--- config.mk ---
export PLATFORM = sky130hd
export DESIGN_NAME = noc_output_port_flat
export DESIGN_NICKNAME = d
export VERILOG_FILES = /design/src/rtl/noc_output_port_if.sv /design/src/rtl/noc_output_port.sv /design/src/flat_wrapper.sv
export SDC_FILE = /design/constraint.sdc
export NUM_CORES = 1
export LEC_CHECK = 0
export ABC_CLOCK_PERIOD_IN_PS = 15000
export BUFFER_PORTS_ARGS = -buffer_cell sky130_fd_sc_hd__clkbuf_2
export CORE_AREA = 10 10 155 157
export DETAILED_ROUTE_END_ITERATION = 16
export DIE_AREA = 0 0 165 167
export PLACE_DENSITY = 0.58
export SLEW_MARGIN = 20
export SYNTH_ARGS = -nofsm -noshare
export SYNTH_HDL_FRONTEND = slang
export SYNTH_SLANG_ARGS = --single-unit
--- constraint.sdc ---
create_clock -name noc_clk -period 15 [get_ports noc_clk]
set_input_delay 3 -clock noc_clk [delete_from_list [all_inputs] [get_ports noc_clk]]
set_output_delay 3 -clock noc_clk [all_outputs]
set_load 0.01 [all_outputs]
--- src/rtl/noc_output_port_if.sv ---
// Link-side bundle of the NoC output port: flit offers from the upstream
// input blocks, the registered flit toward the link, and the returned credits.
interface noc_output_port_if #(
    parameter int NUM_IN   = 5,
    parameter int CHANNELS = 2,
    parameter int FLIT_W   = 64
);
    localparam int VC_W = (CHANNELS > 1) ? $clog2(CHANNELS) : 1;

    logic [NUM_IN-1:0]        in_valid;
    logic [NUM_IN*VC_W-1:0]   in_vc;
    logic [NUM_IN-1:0]        in_head;
    logic [NUM_IN-1:0]        in_tail;
    logic [NUM_IN*FLIT_W-1:0] in_flit;
    logic [NUM_IN-1:0]        in_ready;

    logic                     out_valid;
    logic [VC_W-1:0]          out_vc;
    logic                     out_head;
    logic                     out_tail;
    logic [FLIT_W-1:0]        out_flit;

    logic                     credit_valid;
    logic [VC_W-1:0]          credit_vc;
    logic                     proto_err;

    // The output port itself.
    modport slave (
        input  in_valid, in_vc, in_head, in_tail, in_flit, credit_valid, credit_vc,
        output in_ready, out_valid, out_vc, out_head, out_tail, out_flit, proto_err
    );

    // Upstream inputs plus the downstream link partner.
    modport master (
        output in_valid, in_vc, in_head, in_tail, in_flit, credit_valid, credit_vc,
        input  in_ready, out_valid, out_vc, out_head, out_tail, out_flit, proto_err
    );
endinterface

--- src/rtl/noc_output_port.sv ---
// NoC output port: round-robin arbitration of NUM_IN inputs onto one link,
// per-VC wormhole locking and per-VC credit-based flow control.
module noc_output_port #(
    parameter int NUM_IN   = 5,
    parameter int CHANNELS = 2,
    parameter int FLIT_W   = 64,
    parameter int CREDITS  = 4
) (
    input  logic              noc_clk,
    input  logic              noc_rst,
    noc_output_port_if.slave  port
);
    localparam int VC_W = (CHANNELS > 1) ? $clog2(CHANNELS) : 1;
    localparam int CR_W = $clog2(CREDITS + 1);
    localparam int IN_W = (NUM_IN > 1) ? $clog2(NUM_IN) : 1;
    // Tables cover every encodable VC; entries beyond CHANNELS keep zero
    // credits forever, so flits addressed to them are never granted.
    localparam int VC_N = 1 << VC_W;

    typedef enum logic { LK_IDLE, LK_OWNED } lock_e;

    lock_e             lock_q  [VC_N];
    lock_e             lock_d  [VC_N];
    logic [IN_W-1:0]   owner_q [VC_N];
    logic [IN_W-1:0]   owner_d [VC_N];
    logic [CR_W-1:0]   cnt_q   [VC_N];
    logic [CR_W-1:0]   cnt_d   [VC_N];
    logic [IN_W-1:0]   rr_q, rr_d;
    logic              err_q, err_d;

    logic              out_valid_q;
    logic [VC_W-1:0]   out_vc_q;
    logic              out_head_q;
    logic              out_tail_q;
    logic [FLIT_W-1:0] out_flit_q;

    logic [VC_W-1:0]   vc_of [NUM_IN];
    logic [NUM_IN-1:0] elig;
    logic [NUM_IN-1:0] viol;
    logic [NUM_IN-1:0] gnt;
    logic              gnt_any;
    logic [IN_W-1:0]   gnt_idx;
    logic [VC_W-1:0]   sel_vc;
    logic              sel_head;
    logic              sel_tail;
    logic [FLIT_W-1:0] sel_flit;

    // Eligibility, protocol checks, round-robin pick and granted-flit mux.
    always_comb begin
        // NOTE: every output of this block gets a default before any branch,
        // so no path can leave a value held and infer a latch.
        elig     = '0;
        viol     = '0;
        gnt      = '0;
        gnt_any  = 1'b0;
        gnt_idx  = '0;
        sel_vc   = '0;
        sel_head = 1'b0;
        sel_tail = 1'b0;
        sel_flit = '0;
        for (int i = 0; i < NUM_IN; i++) begin
            vc_of[i] = port.in_vc[i*VC_W +: VC_W];
        end

        for (int i = 0; i < NUM_IN; i++) begin
            if (port.in_valid[i]) begin
                if (lock_q[vc_of[i]] == LK_IDLE) begin
                    elig[i] = port.in_head[i] && (cnt_q[vc_of[i]] != '0);
                    viol[i] = !port.in_head[i];
                end else if (owner_q[vc_of[i]] == IN_W'(i)) begin
                    elig[i] = !port.in_head[i] && (cnt_q[vc_of[i]] != '0);
                    viol[i] = port.in_head[i];
                end
            end
        end

        // First pass finds the lowest eligible index at or above rr; the
        // second pass wraps around to the lowest eligible index overall.
        for (int i = 0; i < NUM_IN; i++) begin
            if (!gnt_any && elig[i] && (i >= int'(rr_q))) begin
                gnt_any = 1'b1;
                gnt_idx = IN_W'(i);
            end
        end
        for (int i = 0; i < NUM_IN; i++) begin
            if (!gnt_any && elig[i]) begin
                gnt_any = 1'b1;
                gnt_idx = IN_W'(i);
            end
        end

        for (int i = 0; i < NUM_IN; i++) begin
            if (gnt_any && (gnt_idx == IN_W'(i))) begin
                gnt[i]   = 1'b1;
                sel_vc   = vc_of[i];
                sel_head = port.in_head[i];
                sel_tail = port.in_tail[i];
                sel_flit = port.in_flit[i*FLIT_W +: FLIT_W];
            end
        end
    end

    // Next-state for credits, VC locks, arbitration pointer and error flag.
    always_comb begin
        cnt_d   = cnt_q;
        lock_d  = lock_q;
        owner_d = owner_q;
        err_d   = err_q | (|viol);
        rr_d    = rr_q;
        if (gnt_any) begin
            rr_d = (gnt_idx == IN_W'(NUM_IN - 1)) ? '0 : gnt_idx + 1'b1;
        end

        for (int v = 0; v < CHANNELS; v++) begin
            if (gnt_any && (sel_vc == VC_W'(v))) begin
                // A credit returned on the same VC in the same cycle cancels
                // the send's decrement.
                if (!(port.credit_valid && (port.credit_vc == VC_W'(v)))) begin
                    cnt_d[v] = cnt_q[v] - 1'b1;
                end
                if ((lock_q[v] == LK_IDLE) && !sel_tail) begin
                    lock_d[v]  = LK_OWNED;
                    owner_d[v] = gnt_idx;
                end else if ((lock_q[v] == LK_OWNED) && sel_tail) begin
                    lock_d[v] = LK_IDLE;
                end
            end else if (port.credit_valid && (port.credit_vc == VC_W'(v))) begin
                // More credits than slots means the downstream miscounted.
                if (cnt_q[v] == CR_W'(CREDITS)) begin
                    err_d = 1'b1;
                end else begin
                    cnt_d[v] = cnt_q[v] + 1'b1;
                end
            end
        end
    end

    // State and output registers with synchronous reset.
    always_ff @(posedge noc_clk) begin
        if (noc_rst) begin
            // NOTE: the per-VC tables are reset explicitly because the credit
            // counts and locks must be valid on the first cycle out of reset.
            for (int v = 0; v < VC_N; v++) begin
                cnt_q[v]   <= (v < CHANNELS) ? CR_W'(CREDITS) : '0;
                lock_q[v]  <= LK_IDLE;
                owner_q[v] <= '0;
            end
            rr_q        <= '0;
            err_q       <= 1'b0;
            out_valid_q <= 1'b0;
            out_vc_q    <= '0;
            out_head_q  <= 1'b0;
            out_tail_q  <= 1'b0;
            out_flit_q  <= '0;
        end else begin
            // NOTE: non-blocking assignments here so every register samples
            // the pre-edge values computed by the combinational blocks.
            cnt_q       <= cnt_d;
            lock_q      <= lock_d;
            owner_q     <= owner_d;
            rr_q        <= rr_d;
            err_q       <= err_d;
            out_valid_q <= gnt_any;
            if (gnt_any) begin
                out_vc_q   <= sel_vc;
                out_head_q <= sel_head;
                out_tail_q <= sel_tail;
                out_flit_q <= sel_flit;
            end
        end
    end

    assign port.in_ready  = noc_rst ? '0 : gnt;
    assign port.out_valid = out_valid_q;
    assign port.out_vc    = out_vc_q;
    assign port.out_head  = out_head_q;
    assign port.out_tail  = out_tail_q;
    assign port.out_flit  = out_flit_q;
    assign port.proto_err = err_q;

endmodule

--- src/flat_wrapper.sv ---
// flat-port wrapper written by rule: the top's interface ports become plain ports
module noc_output_port_flat 
#(
    parameter int NUM_IN   = 5,
    parameter int CHANNELS = 2,
    parameter int FLIT_W   = 64,
    parameter int CREDITS  = 4
)
  (noc_clk, noc_rst, port_in_valid, port_in_vc, port_in_head, port_in_tail, port_in_flit, port_credit_valid, port_credit_vc, port_in_ready, port_out_valid, port_out_vc, port_out_head, port_out_tail, port_out_flit, port_proto_err);
  noc_output_port_if #(.NUM_IN(NUM_IN), .CHANNELS(CHANNELS), .FLIT_W(FLIT_W)) port_i ();
  input  logic noc_clk;
  input  logic noc_rst;
  input wire logic [$bits(port_i.in_valid)-1:0] port_in_valid;
  input wire logic [$bits(port_i.in_vc)-1:0] port_in_vc;
  input wire logic [$bits(port_i.in_head)-1:0] port_in_head;
  input wire logic [$bits(port_i.in_tail)-1:0] port_in_tail;
  input wire logic [$bits(port_i.in_flit)-1:0] port_in_flit;
  input wire logic [$bits(port_i.credit_valid)-1:0] port_credit_valid;
  input wire logic [$bits(port_i.credit_vc)-1:0] port_credit_vc;
  output wire logic [$bits(port_i.in_ready)-1:0] port_in_ready;
  output wire logic [$bits(port_i.out_valid)-1:0] port_out_valid;
  output wire logic [$bits(port_i.out_vc)-1:0] port_out_vc;
  output wire logic [$bits(port_i.out_head)-1:0] port_out_head;
  output wire logic [$bits(port_i.out_tail)-1:0] port_out_tail;
  output wire logic [$bits(port_i.out_flit)-1:0] port_out_flit;
  output wire logic [$bits(port_i.proto_err)-1:0] port_proto_err;
  assign port_i.in_valid = port_in_valid;
  assign port_i.in_vc = port_in_vc;
  assign port_i.in_head = port_in_head;
  assign port_i.in_tail = port_in_tail;
  assign port_i.in_flit = port_in_flit;
  assign port_i.credit_valid = port_credit_valid;
  assign port_i.credit_vc = port_credit_vc;
  assign port_in_ready = port_i.in_ready;
  assign port_out_valid = port_i.out_valid;
  assign port_out_vc = port_i.out_vc;
  assign port_out_head = port_i.out_head;
  assign port_out_tail = port_i.out_tail;
  assign port_out_flit = port_i.out_flit;
  assign port_proto_err = port_i.proto_err;
  noc_output_port #(.NUM_IN(NUM_IN), .CHANNELS(CHANNELS), .FLIT_W(FLIT_W), .CREDITS(CREDITS)) u_core (.noc_clk(noc_clk), .noc_rst(noc_rst), .port(port_i));
endmodule
==> impl_results.md, run 1 <==
* Post-synth EDFFs at 0
* Final nets at between 1500 and 2000
* Tmin final at 9.17 ns
* Port bufs at 417
* Core ar. at 20800 sq um
* Fillers at 2300
* CP max stage cell: ha_1
* CP startpoint kind: input port
* Fraction of layout instances using a drive strength above 1 at between 30% and 40%
* Setup total negative slack at 0 ns
* Endpoints failing setup at 0
* Multiplexer area fraction after synthesis at 1.83%
* First-pass GRT wire length at roughly 47 mm
* Slew margin rel. at 25.2%
* Layout area overhead at 41.2%
* Synth Area in Compound Gates at 45.4%
* CTS resizes at 0
* Hold Path Class: reg2reg
* Vias in the first global route at 8036
* Number of buffers created by CTS at 9
* Final Cycle Share at 61.2%
* Synthesized area per cell at between 7 and 8 sq um
* Initial antenna violation count at 2
* Routed vias at 8082
* PnR worst setup slack at a little under 6 ns
* Largest family of logic cells by synthesized area: compound AO/OA/AOI/OAI gates
* Hpwl dp at 24.3 mm
* Ys Warns at 0
* Die area at approximately 28000 sq um
* Row count at between 50 and 60
* Total track usage at 21.8%
* H-tree depth at 3
* Post-Synthesis Cell Area at ~6100 sq um
* Placer's final routability congestion estimate at 0.904
* WL per Instance at around 21 um
* Post-synth ARST share at 0%
* GR Util met1 at 25.6%
* Syn Nets at 1199
* Worst Path Required at 12.00 ns
* Max incr delay on CP at 0.71 ns
* M2 GR Usage at 37.3%
* Io pins at 418
* Setup Crit Path Kind: in2out
* 1st-pass router iterations at 5
* Pre-CTS setup slack at 5.86 ns
* Leakage at 3.85 nW
* Fraction of the mapped netlist area in simple logic gates at 15.0%
* Status: completed
* CTS Buffer Depth at 2
* CTS tree: yes
* Final Power at 1.71 mW
* Post-CTS Hold Buffers at 0
* WP data arrival at 6.17 ns
* Worst VDD drop at 0.0771 mV
* Synth Flop Type: dfxtp_1
* Register area share after synthesis at 28.2%
* Post-synthesis xor/xnor area fraction at less than 1%
* Least-Margin Pin Slew at 1.12 ns
* Clk sink count at 86
* CP cell instances: clkbuf_2 > mux2i_2 > xor2_2 > a2111oi_4 > nor2_1 > nor4_1 > o21a_1 > inv_1 > nor2_1 > ha_1 > inv_1 > nor2_1 > clkbuf_2
* Clock Skew at 0.0117 ns
* Hold Fails Final Rpt at 0
* Cell count after synthesis at 848
* Max-cap violations at 0
* Starting Density at 29.3%
* Die W at 165 um
* Top delay family on crit path: buffers and inverters
* Post-CTS repair timing setup buffer count at 0
* Commonest cells after routing, fill and taps aside: clkbuf_2 (416), o21ai_0 (164), a21oi_1 (131)
* Grt total ovfl at 0
* DR vias/cell at 5.44
* Max Clk Rate at 109 MHz
* DR iter-0 viols at 628
* Clock latency on the worst-skew pair at 0.34 ns
* Met3 Use GR at 6.16%
* Max Slew Vio Count at 0
* Crit. End Element: output pin
* CP Max Fanout at 21
* Root buffer cell: clkbuf_16
* RSZ-0062 raised after global routing: false
* # diodes at 0
* Yosys cell types at 74
* DR DRC count at 0
* #FFs+latches synth at 86
* Final WL at 31.7 mm
* Die Height at 167 um
* Largest net degree at the start of global routing at 88
* Pwr Density at 198 nW/um^2
* Remaining antenna violation count at 0
* R2R setup slack at 9.50 ns
* Most frequent CP cell: nor2_1
* GR peak layer: met2
* Number of buffers and inverters on the critical path at 4
* Adder-Cell Fraction of Synth Area at 1.68%
* Commonest non-fill, non-tap cell in the layout: clkbuf_2
* Clk slew on worst S/H paths at 0.07 ns
-- cell families (layout without fill, tap and decap cells) --
logic type               Yosys count  in the layout
XOR/XNOR                           6              6
AO/OA/AOI/OAI                    445            445
buffers and inverters            106            469
flip-flops                        86             86
AND/OR/NAND/NOR                  188            188
adder cells (fa/ha/maj)            7              7
multiplexers                      10             10
-- through the flow --
stage	instance area, sq um	utilization (%)	std cells	hold WS (ns)
6_report	8610	41.3	1486	0.452
5_1_grt	8610	41.3	1486	0.467
4_1_cts	8610	41.3	1486	0.455
3_5_place_dp	8310	39.9	1470	0.446
3_3_place_gp	8310	39.9	1470	0.440
2_1_floorplan	6100	-	848	0.476
-- final timing paths --
path                                                  to  cells past startpoint                     start
worst max register to register           u_core.cnt_q[2]                     17          u_core.lock_q[1]
worst max-delay path                    port_in_ready[3]                     13             port_in_vc[3]
worst min register to register  u_core.port.out_flit[10]                      2  u_core.port.out_flit[10]
worst min-delay path            u_core.port.out_flit[10]                      2  u_core.port.out_flit[10]
-- routing by layer --
layer	wire, um	share of wire (%)	vias up
met1	12500	39	3779
met4	575	1.8	4
met3	2700	8.5	36
met2	15900	50	358
li1	-	-	3905
met5	14	0.044	-
-- flip-flops by register name, indices dropped and copies added, names as in the netlist --
name and count:
u_core.port.out_vc 1, u_core.cnt_q 6, u_core.port.out_tail 1, u_core.port.out_head 1, u_core.port.out_valid 1, u_core.port.proto_err 1
u_core.port.out_flit 64, u_core.rr_q 3, u_core.owner_q 6, u_core.lock_q 2
-- worst reg2reg max path: cells and delay by family, from the launching register on --
kind / cells / cell delay [ns]
AOI/OAI and AO/OA: 7 / 1.96
and+or+nand+nor: 5 / 1.26
adders and majority gates: 2 / 0.97
DFF: 1 / 0.59
buffers and inverters: 2 / 0.47
xor gates and xnor gates: 1 / 0.12
-- cell usage after synthesis (11+ instances only) --
master	count	area (sq um)
dfxtp_1	86	1720
buf_2	11	55.1
nor4_1	11	68.8
o21ai_1	17	85.1
a31oi_1	11	68.8
inv_1	24	90.1
a21oi_1	131	656
a221oi_1	58	508
o21ai_0	164	821
clkbuf_1	59	221
nor2_1	32	120
nand2_1	92	345
-- area by class of cell --
class | count | area (sq um) | area share (%)
clock buffers | 9 | 225 | 2.62
well taps | 275 | 344 | 4.00
inverters | 27 | 101 | 1.18
multi-input cells | 656 | 3990 | 46.3
repair buffers | 426 | 2150 | 25.0
clock inverters | 7 | 72.6 | 0.843
flip-flops and latches | 86 | 1720 | 20.0
-- power breakdown --
part,total (mW),internal [mW],switching (mW)
logic,1.11,0.431,0.680
clock network,0.227,0.130,0.0977
registers,0.368,0.309,0.0586
total,1.71,0.869,0.837
Power figures use the tool's default switching activity.
==> run 2: changes to the inputs <==
Settings changed: ABC_CLOCK_PERIOD_IN_PS 15000 to 8700, CORE_AREA 10 10 155 157 to 10 10 154 156, DIE_AREA 0 0 165 167 to 0 0 164 166, PLACE_DENSITY 0.58 to 0.59.
Clock period 15 ns to 8.7 ns, I/O delays scaled along.
==> run 2 against run 1 <==
  * Critical path depth is the same
  * Clock-buffer cell count rose by 1
  * Total power is 76% higher
  * Register-to-register slack worse by 6.3 ns
  * Worst setup slack lost 3.8 ns
  * Sequential power increased by 73%
  * Sequential share of layout area decreased by 0.070 points
  * Clock skew decreased by 0.0033 ns
  * Combinational power grew 75%
  * Die area is 1.2% lower
  * Clock power is 83% higher
  * Cell area is 0.35% higher
  * Critical endpoint unchanged
  * Largest cell class unchanged
  * Largest power group unchanged
==> impl_results.md, run 2 (synthesis gave the netlist of run 1 again) <==
* Layout Cells excl Fill at 1488 (+0.13%)
* Remaining antenna violation count at 0 (unchanged)
* CTS resizes at 0 (unchanged)
* Pre-CTS setup slack at 2.00 ns (-3.85 ns)
* Crit. End Element: output pin
* Io pins at 418 (unchanged)
* Final Power at 3.00 mW (+76%)
* R2R setup slack at 3.22 ns (-6.28 ns)
* Pwr Density at 347 nW/um^2 (+75%)
* Setup total negative slack at 0 ns (unchanged)
* Post-Route Utilization at 41.7% (+0.41 points)
* CP Max Fanout at 21 (unchanged)
* Fraction of layout instances using a drive strength above 1 at 39.3% (-0.083 points)
* Top delay family on crit path: adder cells
* Most frequent CP cell: nor2_1
* Core ar. at 20700 sq um (-0.64%)
* Vias in the first global route at 8032 (-0.050%)
* Max Clk Rate at 151 MHz
* Placer's final routability congestion estimate at 0.895 (-1.0%)
* Root buffer cell: clkbuf_16
* Max-cap violations at 0 (unchanged)
* PnR worst setup slack at 2.07 ns (-3.76 ns)
* Post-CTS repair timing setup buffer count at 0 (unchanged)
* Starting Density at 29.5% (+0.19 points)
* Number of buffers and inverters on the critical path at 4 (unchanged)
* Slew margin rel. at 34.5% (+9.3 points)
* Die W at 164 um (-0.61%)
* Die area at 27200 sq um (-1.2%)
* Number of buffers created by CTS at 9 (unchanged)
* Total track usage at 23.3% (+1.5 points)
* Final nets at 1558 (+0.064%)
* Tmin final at 6.63 ns
* Hpwl dp at 25.5 mm (+4.9%)
* Endpoints failing setup at 0 (unchanged)
* Hold Fails Final Rpt at 0 (unchanged)
* RSZ-0062 raised after global routing: false
* Die Height at 166 um (-0.60%)
* Clock latency on the worst-skew pair at 0.34 ns (about the same)
* CTS Buffer Depth at 2 (unchanged)
* Status: completed
* First-pass GRT wire length at 49.7 mm (+4.6%)
* Final WL at 32.8 mm (+3.3%)
* Commonest non-fill, non-tap cell in the layout: clkbuf_2
* WHS Path Cells at 2 (unchanged)
* R2R depth at 17 (unchanged)
* Grt total ovfl at 0 (unchanged)
* DR DRC count at 0 (unchanged)
* CP startpoint kind: input port
* WL per Instance at 22.0 um (+3.2%)
* Max FFs per register at 64 (unchanged)
* WP data arrival at 4.89 ns (-1.28 ns)
* Largest net degree at the start of global routing at 87 (-1.1%)
* Commonest cells after routing, fill and taps aside: clkbuf_2 (416), o21ai_0 (164), a21oi_1 (131)
* Least-Margin Pin Slew at 0.983 ns (-0.140 ns)
* Worst hold path endpoint: u_core.port.out_flit[19]
* Port bufs at 417 (unchanged)
* Setup Crit Path Kind: in2out
* Min-delay src: u_core.port.out_flit[19]
* Row count at 53 (unchanged)
* Max incr delay on CP at 0.71 ns (about the same)
* CP max stage cell: ha_1
* Clk sink count at 86 (unchanged)
* Reg2Reg Capture Point: u_core.cnt_q[2]
* Leakage at 3.86 nW (+0.21%)
* Initial antenna violation count at 1 (-1)
* Max Slew Vio Count at 0 (unchanged)
* Post-Place Cells at 1471 (+0.068%)
* DR iter-0 viols at 583 (-7.2%)
* Layout area overhead at 41.7%
* CTS tree: yes
* Post-CTS Hold Buffers at 0 (unchanged)
* Routed vias at 8068 (-0.17%)
* 1st-pass router iterations at 5 (unchanged)
* Worst Path Required at 6.96 ns (-5.04 ns)
* H-tree depth at 3 (unchanged)
* Worst reg2reg startpoint: u_core.lock_q[1]
* Worst VDD drop at 0.298 mV (+290%)
* Clk slew on worst S/H paths at 0.06 ns (about the same)
* CP cell instances: clkbuf_2 > mux2i_2 > xor2_2 > a2111oi_4 > nor2_1 > nor4_1 > o21a_1 > inv_1 > nor2_1 > ha_1 > inv_1 > nor2_1 > clkbuf_2
* Clock Skew at 0.00843 ns (-0.00328 ns)
* Final Cycle Share at 76.2%
* DR vias/cell at 5.42 (-0.31%)
* Hold Path Class: reg2reg
## run 2: final cells by class
class / instances / area [sq um]
multi-input cells: 656 / 3990
flip-flops and latches: 86 / 1720
diodes: 2 / 5.00
repair buffers: 427 / 2160
well taps: 275 / 344
inverters: 27 / 101
clock inverters: 5 / 83.8
fillers: 2223 / 12100
clock buffers: 10 / 229
## run 2: metal layers
layer / up-vias / share of wire [%] / track usage (%)
li1: 3912 / - / -
met1: 3725 / 39 / 27.4
met2: 373 / 49 / 39.6
met3: 58 / 8.4 / 7.02
met4: 0 / 3.0 / 6.84
met5: - / 0 / 0
## run 2: worst reg2reg max path, cell delays in order, from the launching register on
cell and delay (ns):
dfxtp_1 0.61, xnor2_1 0.12, or3_1 0.31, a21oi_1 0.51, and2_1 0.33, nor2_1 0.06, a41oi_1 0.38, nor2_1 0.08
ha_1 0.49, inv_1 0.29, o21ai_0 0.13, o311a_1 0.18, o21ai_4 0.29, inv_2 0.17, fa_1 0.48, or4_1 0.54
a211o_1 0.30, o31a_1 0.10
## run 2: worst max path at each step
stage / start / to / slack (ns) / cells past startpoint
2_1_floorplan: port_in_vc[3] / u_core.cnt_q[2] / 2.23 / 22
3_3_place_gp: port_in_vc[2] / u_core.cnt_q[2] / 2.09 / 18
3_5_place_dp: port_in_vc[3] / u_core.cnt_q[2] / 2.00 / 19
4_1_cts: port_in_vc[3] / port_in_ready[3] / 2.03 / 13
5_1_grt: port_in_vc[3] / port_in_ready[3] / 1.73 / 13
6_report: port_in_vc[3] / port_in_ready[3] / 2.07 / 13
## run 2: through the flow
stage	area, sq um	hold slack [ns]
6_report	8640	0.451
2_1_floorplan	6100	0.476
5_1_grt	8630	0.471
3_5_place_dp	8320	0.446
3_3_place_gp	8320	0.441
4_1_cts	8630	0.455
## run 2: report_power, final
part	switching (mW)	leakage, nW	internal [mW]	total [mW]
sequential	0.104	0.711	0.533	0.637
combinational	1.20	3.00	0.744	1.94
clock	0.163	0.145	0.251	0.415
total	1.47	3.86	1.53	3.00
